--- src/rtl/uart_stream_decoder.sv ---
// UART receive decoder with parity/framing checks and a first-word fall-through receive FIFO.
// Define UART_DECODER_MAJORITY_EN to take each bit as a 2-of-3 vote around the mid-bit sample.
module uart_stream_decoder #(
  parameter int unsigned CLKS_PER_BIT = 434,
  parameter int unsigned DATA_BITS    = 8,
  parameter int unsigned PARITY       = 0,
  parameter int unsigned STOP_BITS    = 1,
  parameter int unsigned FIFO_DEPTH   = 16
) (
  input  logic                          clk,
  input  logic                          rst_n,
  input  logic                          rx_i,
  input  logic                          enable_i,
  input  logic                          rd_en_i,
  input  logic                          clr_err_i,
  output logic [DATA_BITS-1:0]          data_o,
  output logic                          frame_err_o,
  output logic                          parity_err_o,
  output logic                          valid_o,
  output logic [$clog2(FIFO_DEPTH):0]   count_o,
  output logic                          overflow_o,
  output logic                          busy_o
);

  localparam int unsigned CntW   = $clog2(CLKS_PER_BIT);
  localparam int unsigned Mid    = CLKS_PER_BIT / 2;
  localparam int unsigned IdxW   = $clog2(DATA_BITS);
  localparam int unsigned PtrW   = $clog2(FIFO_DEPTH);
  localparam int unsigned EntryW = DATA_BITS + 2;

  localparam logic [CntW-1:0] CntLast  = CntW'(CLKS_PER_BIT - 1);
  localparam logic [IdxW-1:0] IdxLast  = IdxW'(DATA_BITS - 1);
  localparam logic [PtrW:0]   DepthVal = FIFO_DEPTH[PtrW:0];
  localparam logic [PtrW:0]   CountOne = 1;

  typedef enum logic [2:0] {
    StIdle, StStart, StData, StParity, StStop1, StStop2
  } state_e;

  state_e                state_q, state_d;
  logic [CntW-1:0]       cnt_q, cnt_d;
  logic [IdxW-1:0]       idx_q, idx_d;
  logic [DATA_BITS-1:0]  shift_q, shift_d;
  logic                  perr_q, perr_d;
  logic                  ferr_q, ferr_d;
  logic                  sync1_q, rxs_q, rxs_prev_q;
  logic                  sample_now, sample_bit;
  logic                  cnt_last, par_xor, frm_now, push;
  logic [EntryW-1:0]     push_word;

  always_ff @(posedge clk or negedge rst_n) begin
    if (!rst_n) begin
      sync1_q    <= 1'b1;
      rxs_q      <= 1'b1;
      rxs_prev_q <= 1'b1;
    end else begin
      sync1_q    <= rx_i;
      rxs_q      <= sync1_q;
      rxs_prev_q <= rxs_q;
    end
  end

`ifdef UART_DECODER_MAJORITY_EN
  localparam logic [CntW-1:0] SampleCnt = CntW'(Mid + 1);
  logic [1:0] maj_q;

  always_ff @(posedge clk or negedge rst_n) begin
    if (!rst_n) begin
      maj_q <= 2'b11;
    end else begin
      if (cnt_q == CntW'(Mid - 1)) maj_q[0] <= rxs_q;
      if (cnt_q == CntW'(Mid))     maj_q[1] <= rxs_q;
    end
  end

  // Vote is resolved one cycle after mid, once the third sample is on rxs_q.
  assign sample_bit = (maj_q[0] & maj_q[1]) | (maj_q[0] & rxs_q) | (maj_q[1] & rxs_q);
`else
  localparam logic [CntW-1:0] SampleCnt = CntW'(Mid);
  assign sample_bit = rxs_q;
`endif

  assign sample_now = (cnt_q == SampleCnt);
  assign cnt_last   = (cnt_q == CntLast);
  assign par_xor    = (^shift_q) ^ sample_bit;
  assign frm_now    = ferr_q | ~sample_bit;
  assign push_word  = {frm_now, perr_q, shift_q};

  always_ff @(posedge clk or negedge rst_n) begin
    if (!rst_n) begin
      state_q <= StIdle;
      cnt_q   <= '0;
      idx_q   <= '0;
      shift_q <= '0;
      perr_q  <= 1'b0;
      ferr_q  <= 1'b0;
    end else begin
      state_q <= state_d;
      cnt_q   <= cnt_d;
      idx_q   <= idx_d;
      shift_q <= shift_d;
      perr_q  <= perr_d;
      ferr_q  <= ferr_d;
    end
  end

  always_comb begin
    state_d = state_q;
    cnt_d   = cnt_q;
    idx_d   = idx_q;
    shift_d = shift_q;
    perr_d  = perr_q;
    ferr_d  = ferr_q;
    push    = 1'b0;
    if (state_q != StIdle) begin
      cnt_d = cnt_last ? '0 : cnt_q + CntW'(1);
    end
    case (state_q)
      StIdle: begin
        if (enable_i && !rxs_q && rxs_prev_q) begin
          state_d = StStart;
          cnt_d   = '0;
          idx_d   = '0;
          perr_d  = 1'b0;
          ferr_d  = 1'b0;
        end
      end
      StStart: begin
        if (sample_now && sample_bit) begin
          state_d = StIdle;
        end else if (cnt_last) begin
          state_d = StData;
        end
      end
      StData: begin
        if (sample_now) begin
          shift_d = {sample_bit, shift_q[DATA_BITS-1:1]};
        end
        if (cnt_last) begin
          if (idx_q == IdxLast) begin
            idx_d   = '0;
            state_d = (PARITY != 0) ? StParity : StStop1;
          end else begin
            idx_d = idx_q + IdxW'(1);
          end
        end
      end
      StParity: begin
        if (sample_now) begin
          perr_d = (PARITY == 1) ? ~par_xor : par_xor;
        end
        if (cnt_last) begin
          state_d = StStop1;
        end
      end
      StStop1: begin
        if (sample_now) begin
          ferr_d = frm_now;
          if (STOP_BITS == 1) begin
            push    = 1'b1;
            state_d = StIdle;
          end
        end
        if (STOP_BITS != 1 && cnt_last) begin
          state_d = StStop2;
        end
      end
      StStop2: begin
        // Leave at the sample point so back-to-back frames can resync.
        if (sample_now) begin
          push    = 1'b1;
          state_d = StIdle;
        end
      end
      default: state_d = StIdle;
    endcase
  end

  assign busy_o = (state_q != StIdle);

  logic [EntryW-1:0] mem_q [FIFO_DEPTH];
  logic [PtrW-1:0]   wr_ptr_q, rd_ptr_q;
  logic [PtrW:0]     count_q;
  logic              ovf_q;
  logic              full, pop, push_ok, drop;
  logic [EntryW-1:0] head;

  assign full    = (count_q == DepthVal);
  assign pop     = rd_en_i && (count_q != '0);
  assign push_ok = push && (!full || pop);
  assign drop    = push && full && !pop;

  always_ff @(posedge clk) begin
    if (push_ok) mem_q[wr_ptr_q] <= push_word;
  end

  always_ff @(posedge clk or negedge rst_n) begin
    if (!rst_n) begin
      wr_ptr_q <= '0;
      rd_ptr_q <= '0;
      count_q  <= '0;
      ovf_q    <= 1'b0;
    end else begin
      if (push_ok) wr_ptr_q <= wr_ptr_q + PtrW'(1);
      if (pop)     rd_ptr_q <= rd_ptr_q + PtrW'(1);
      case ({push_ok, pop})
        2'b10:   count_q <= count_q + CountOne;
        2'b01:   count_q <= count_q - CountOne;
        default: count_q <= count_q;
      endcase
      if (drop) begin
        ovf_q <= 1'b1;
      end else if (clr_err_i) begin
        ovf_q <= 1'b0;
      end
    end
  end

  // Head is gated by valid so outputs read zero when empty and straight out of reset.
  assign head         = mem_q[rd_ptr_q];
  assign valid_o      = (count_q != '0);
  assign data_o       = valid_o ? head[DATA_BITS-1:0] : '0;
  assign parity_err_o = valid_o & head[DATA_BITS];
  assign frame_err_o  = valid_o & head[DATA_BITS+1];
  assign count_o      = count_q;
  assign overflow_o   = ovf_q;

endmodule

--- config.mk ---
export PLATFORM = sky130hd
export DESIGN_NAME = uart_stream_decoder
export DESIGN_NICKNAME = d
export VERILOG_FILES = /design/src/rtl/uart_stream_decoder.sv
export SDC_FILE = /design/constraint.sdc
export NUM_CORES = 1
export LEC_CHECK = 0
export ABC_AREA = 1
export BUFFER_PORTS_ARGS = -buffer_cell sky130_fd_sc_hd__buf_4
export CORE_UTILIZATION = 60
export CTS_CLUSTER_SIZE = 16
export DETAILED_ROUTE_END_ITERATION = 10
export MAX_ROUTING_LAYER = met4
export PLACE_DENSITY = 0.77
export SETUP_SLACK_MARGIN = 0.3
export SLEW_MARGIN = 15
export SYNTH_ARGS = -nofsm -noshare
export SYNTH_HDL_FRONTEND = slang
export SYNTH_SLANG_ARGS = --single-unit
--- constraint.sdc ---
create_clock -name clk -period 2.8 [get_ports clk]
set_input_delay 0.28 -clock clk [delete_from_list [all_inputs] [get_ports clk]]
set_output_delay 0.28 -clock clk [all_outputs]
set_load 0.01 [all_outputs]
==> flow_summary.json <==
{
  "setup_viol": 0,
  "finalSetupTns_ns": 0,
  "start_util_pct": 61.3,
  "rsz0062_at_grt": "true",
  "synth_common_cells": "nand2_1, edfxtp_1, nand3_1",
  "post-route-period-util_pct": 86.3,
  "synth_top_flop_cell": "edfxtp_1",
  "failed_checks": "DRC",
  "fin_skew_ns": 0.00744,
  "synth_xor_area_share_pct": 1.68,
  "synth_fa_ha_area_share_pct": 1.69,
  "p_total_mw": 5.72,
  "cts_buffers": 21,
  "die_w_um": 124,
  "layout_min_cycle_time_ns": 2.42,
  "yosysSeqAreaShare_pct": 66.1,
  "synth_most_common_cell": "nand2_1",
  "grt_max_degree": 43,
  "cts_tree": "built",
  "routedWlPerCell_um": 18.8,
  "cp_max_fo": 7,
  "synth_largest_area_cell": "edfxtp_1",
  "crit_arrival_ns": 2.79,
  "maxCapViolations": 0,
  "h-tree-depth": 1,
  "die_area_sq_mm": 0.0153,
  "p_per_area_mw_per_mm2": 557,
  "grt_use_total_pct": 29.6,
  "relSlewSlack_pct": 49.3,
  "p_leak_nw": 4.37,
  "synth.area.mux_share_pct": 0,
  "synthDominantCellAreaShare_pct": 54.2,
  "antenna_found_initial": 0,
  "num_vias": 6441,
  "fmax_mhz": 414,
  "synthArstFlopShare_pct": 20.8,
  "drc": 1,
  "syn_to_final_growth_pct": 15.7,
  "syn_avg_cell_area_sq_um": 10.3,
  "path_class": "flip-flop to flip-flop",
  "yosys-top-cells-area": "edfxtp_1, nand2_1, dfrtp_1",
  "grt_pass1_wl_um": 32300,
  "crit_required_ns": 3.18,
  "clkTransAtPathRegs_ns": 0.06,
  "synth_edf_count": 160,
  "hold_viol": 0,
  "viasPerCell": 5.75,
  "synth_nets": 881,
  "endpoint_kind": "flip-flop",
  "synthCells": 863,
  "grt_pass1_vias": 6130,
  "antenna_left": 0,
  "drt_iter0_drc": 636,
  "port_buffers": 23,
  "clockRootBuffer": "clkbuf_16",
  "worstHoldPathType": "input pin to flip-flop",
  "fp.dieH_um": 124,
  "io_pins": 24,
  "insertion_delay_ns": 0.49,
  "finalNetCount": 940,
  "cts_buffer_depth": 3,
  "drt-pass1-iter-count": 8,
  "core_area_sq_mm": 0.0145,
  "insertedDiodeCount": 0,
  "rows": 44,
  "ys_types": 29,
  "synth_top_family_by_area": "simple AND/OR/NAND/NOR gates",
  "yosysWarnings": 0,
  "synthSimpleGateAreaFrac_pct": 24.0,
  "synth-seq-cells": 202,
  "start_kind": "flip-flop",
  "wl_um": 21000,
  "gp_congestion": 0.818,
  "grt_overflow": 0,
  "status": "finished with violations",
  "synth_compound_area_share_pct": 2.38,
  "clock-sinks": 202,
  "ir_drop_uv": 417,
  "timing.hold.ws_ns": 0.121,
  "syn-cell-area_sq_mm": 0.00887,
  "maxSlewViolCount": 0,
  "drive_gt1_share_pct": 14.5,
  "hpwl_um": 12700,
  "worstMarginPinSlew_ns": 0.761
}
[routing by layer]
layer | track usage [%] | vias up | share of wire [%]
li1 | - | 3023 | -
met1 | 39.7 | 3123 | 42
met2 | 47.6 | 252 | 49
met3 | 3.62 | 43 | 6.6
met4 | 9.19 | 0 | 2.4
met5 | - | - | 0
[cells in the final DEF (no fill, tap or decap), drive strengths merged]
cell,netlist,routed
clkinv,1,7
o22ai,7,7
nand3b,2,2
xor2,11,11
nand3,144,144
ha,12,12
o21ai,19,19
nand2,306,306
clkbuf,15,29
dfstp,3,3
clkinvlp,0,3
buf,22,70
o31ai,1,1
nor3,4,4
nor2,43,43
inv,53,52
nand4,2,2
xnor2,6,6
a21oi,13,13
edfxtp,160,160
dlygate4sd3,0,3
dfrtp,39,39
[path summary, 6_finish.rpt]
path	from	depth (start not counted)	slack, ns	end
min in group asynchronous	rst_n	2	0.34	cnt_q[5]
worst max register to register	count_o[2]	14	0.38	count_o[3]
worst max-delay path	count_o[2]	14	0.38	count_o[3]
max in group asynchronous	rst_n	2	2.00	rd_ptr_q[0]
worst min register to register	sync1_q	0	0.36	rxs_q
worst min-delay path	rd_en_i	3	0.12	rd_ptr_q[0]
[power by group]
part	leakage [nW]	internal [mW]	switching, mW
sequential	2.35	3.21	0.00117
combinational	1.73	0.00870	0.0224
clock	0.289	1.41	1.07
[worst max-delay path: stages, from the launching register on]
cell and delay [ns]:
dfrtp_1 0.47, nor2_2 0.18, nand2_1 0.07, nor2_1 0.15
inv_1 0.09, nand2_1 0.11, inv_2 0.11, ha_4 0.20
buf_4 0.13, xnor2_1 0.32, inv_1 0.13, nand3_1 0.12
nand3_1 0.08, nand3_1 0.09, nand2_1 0.05
[metrics by stage]
| stage | std cells | area [sq um] | setup WS [ns] | utilization [%] |
|---|---|---|---|---|
| after global routing | 1120 | 10300 | 0.240 | 70.9 |
| after floorplan | 863 | 8870 | 0.468 | - |
| final | 1120 | 10300 | 0.384 | 70.9 |
| after CTS | 1110 | 10100 | 0.308 | 69.8 |
| after global placement | 1063 | 9360 | 0.343 | 64.6 |
| after detailed placement | 1063 | 9360 | 0.245 | 64.6 |
[timing repair]
| action | in CTS | in global routing |
|---|---|---|
| hold buffers | 3 | 0 |
| endpoints found under the hold margin | 41 | 0 |
| cloned | 2 | 0 |
| endpoints found under the setup margin | 12 | 13 |
| pin swaps | 0 | 5 |
| setup buffers | 5 | 10 |
| gates resized for setup | 3 | 26 |
[cell families (layout without fill, tap and decap cells)]
logic type,Yosys count,count (layout)
and+or+nand+nor,501,501
xor gates and xnor gates,17,17
buffers and inverters,91,164
adders and majority gates,12,12
AOI/OAI and AO/OA,40,40
DFF,202,202
[area by class of cell]
cell class              count  area, sq um
flip-flops and latches    202         5860
fillers                  1034         4210
multi-input cells         570         2720
repair buffers             73          628
clock buffers              29          566
well taps                 184          230
inverters                  54          219
clock inverters             8         40.0
[flip-flops by register name, indices dropped and copies added, names as in the netlist]
name        count
state_q         3
shift_q         8
sync1_q         1
cnt_q           9
rxs_prev_q      1
perr_q          1
wr_ptr_q        4
idx_q           3
rxs_q           1
ferr_q          1
overflow_o      1
rd_ptr_q        4
mem_q         160
count_o         5
Note: power is estimated with default switching activity, not from simulation.
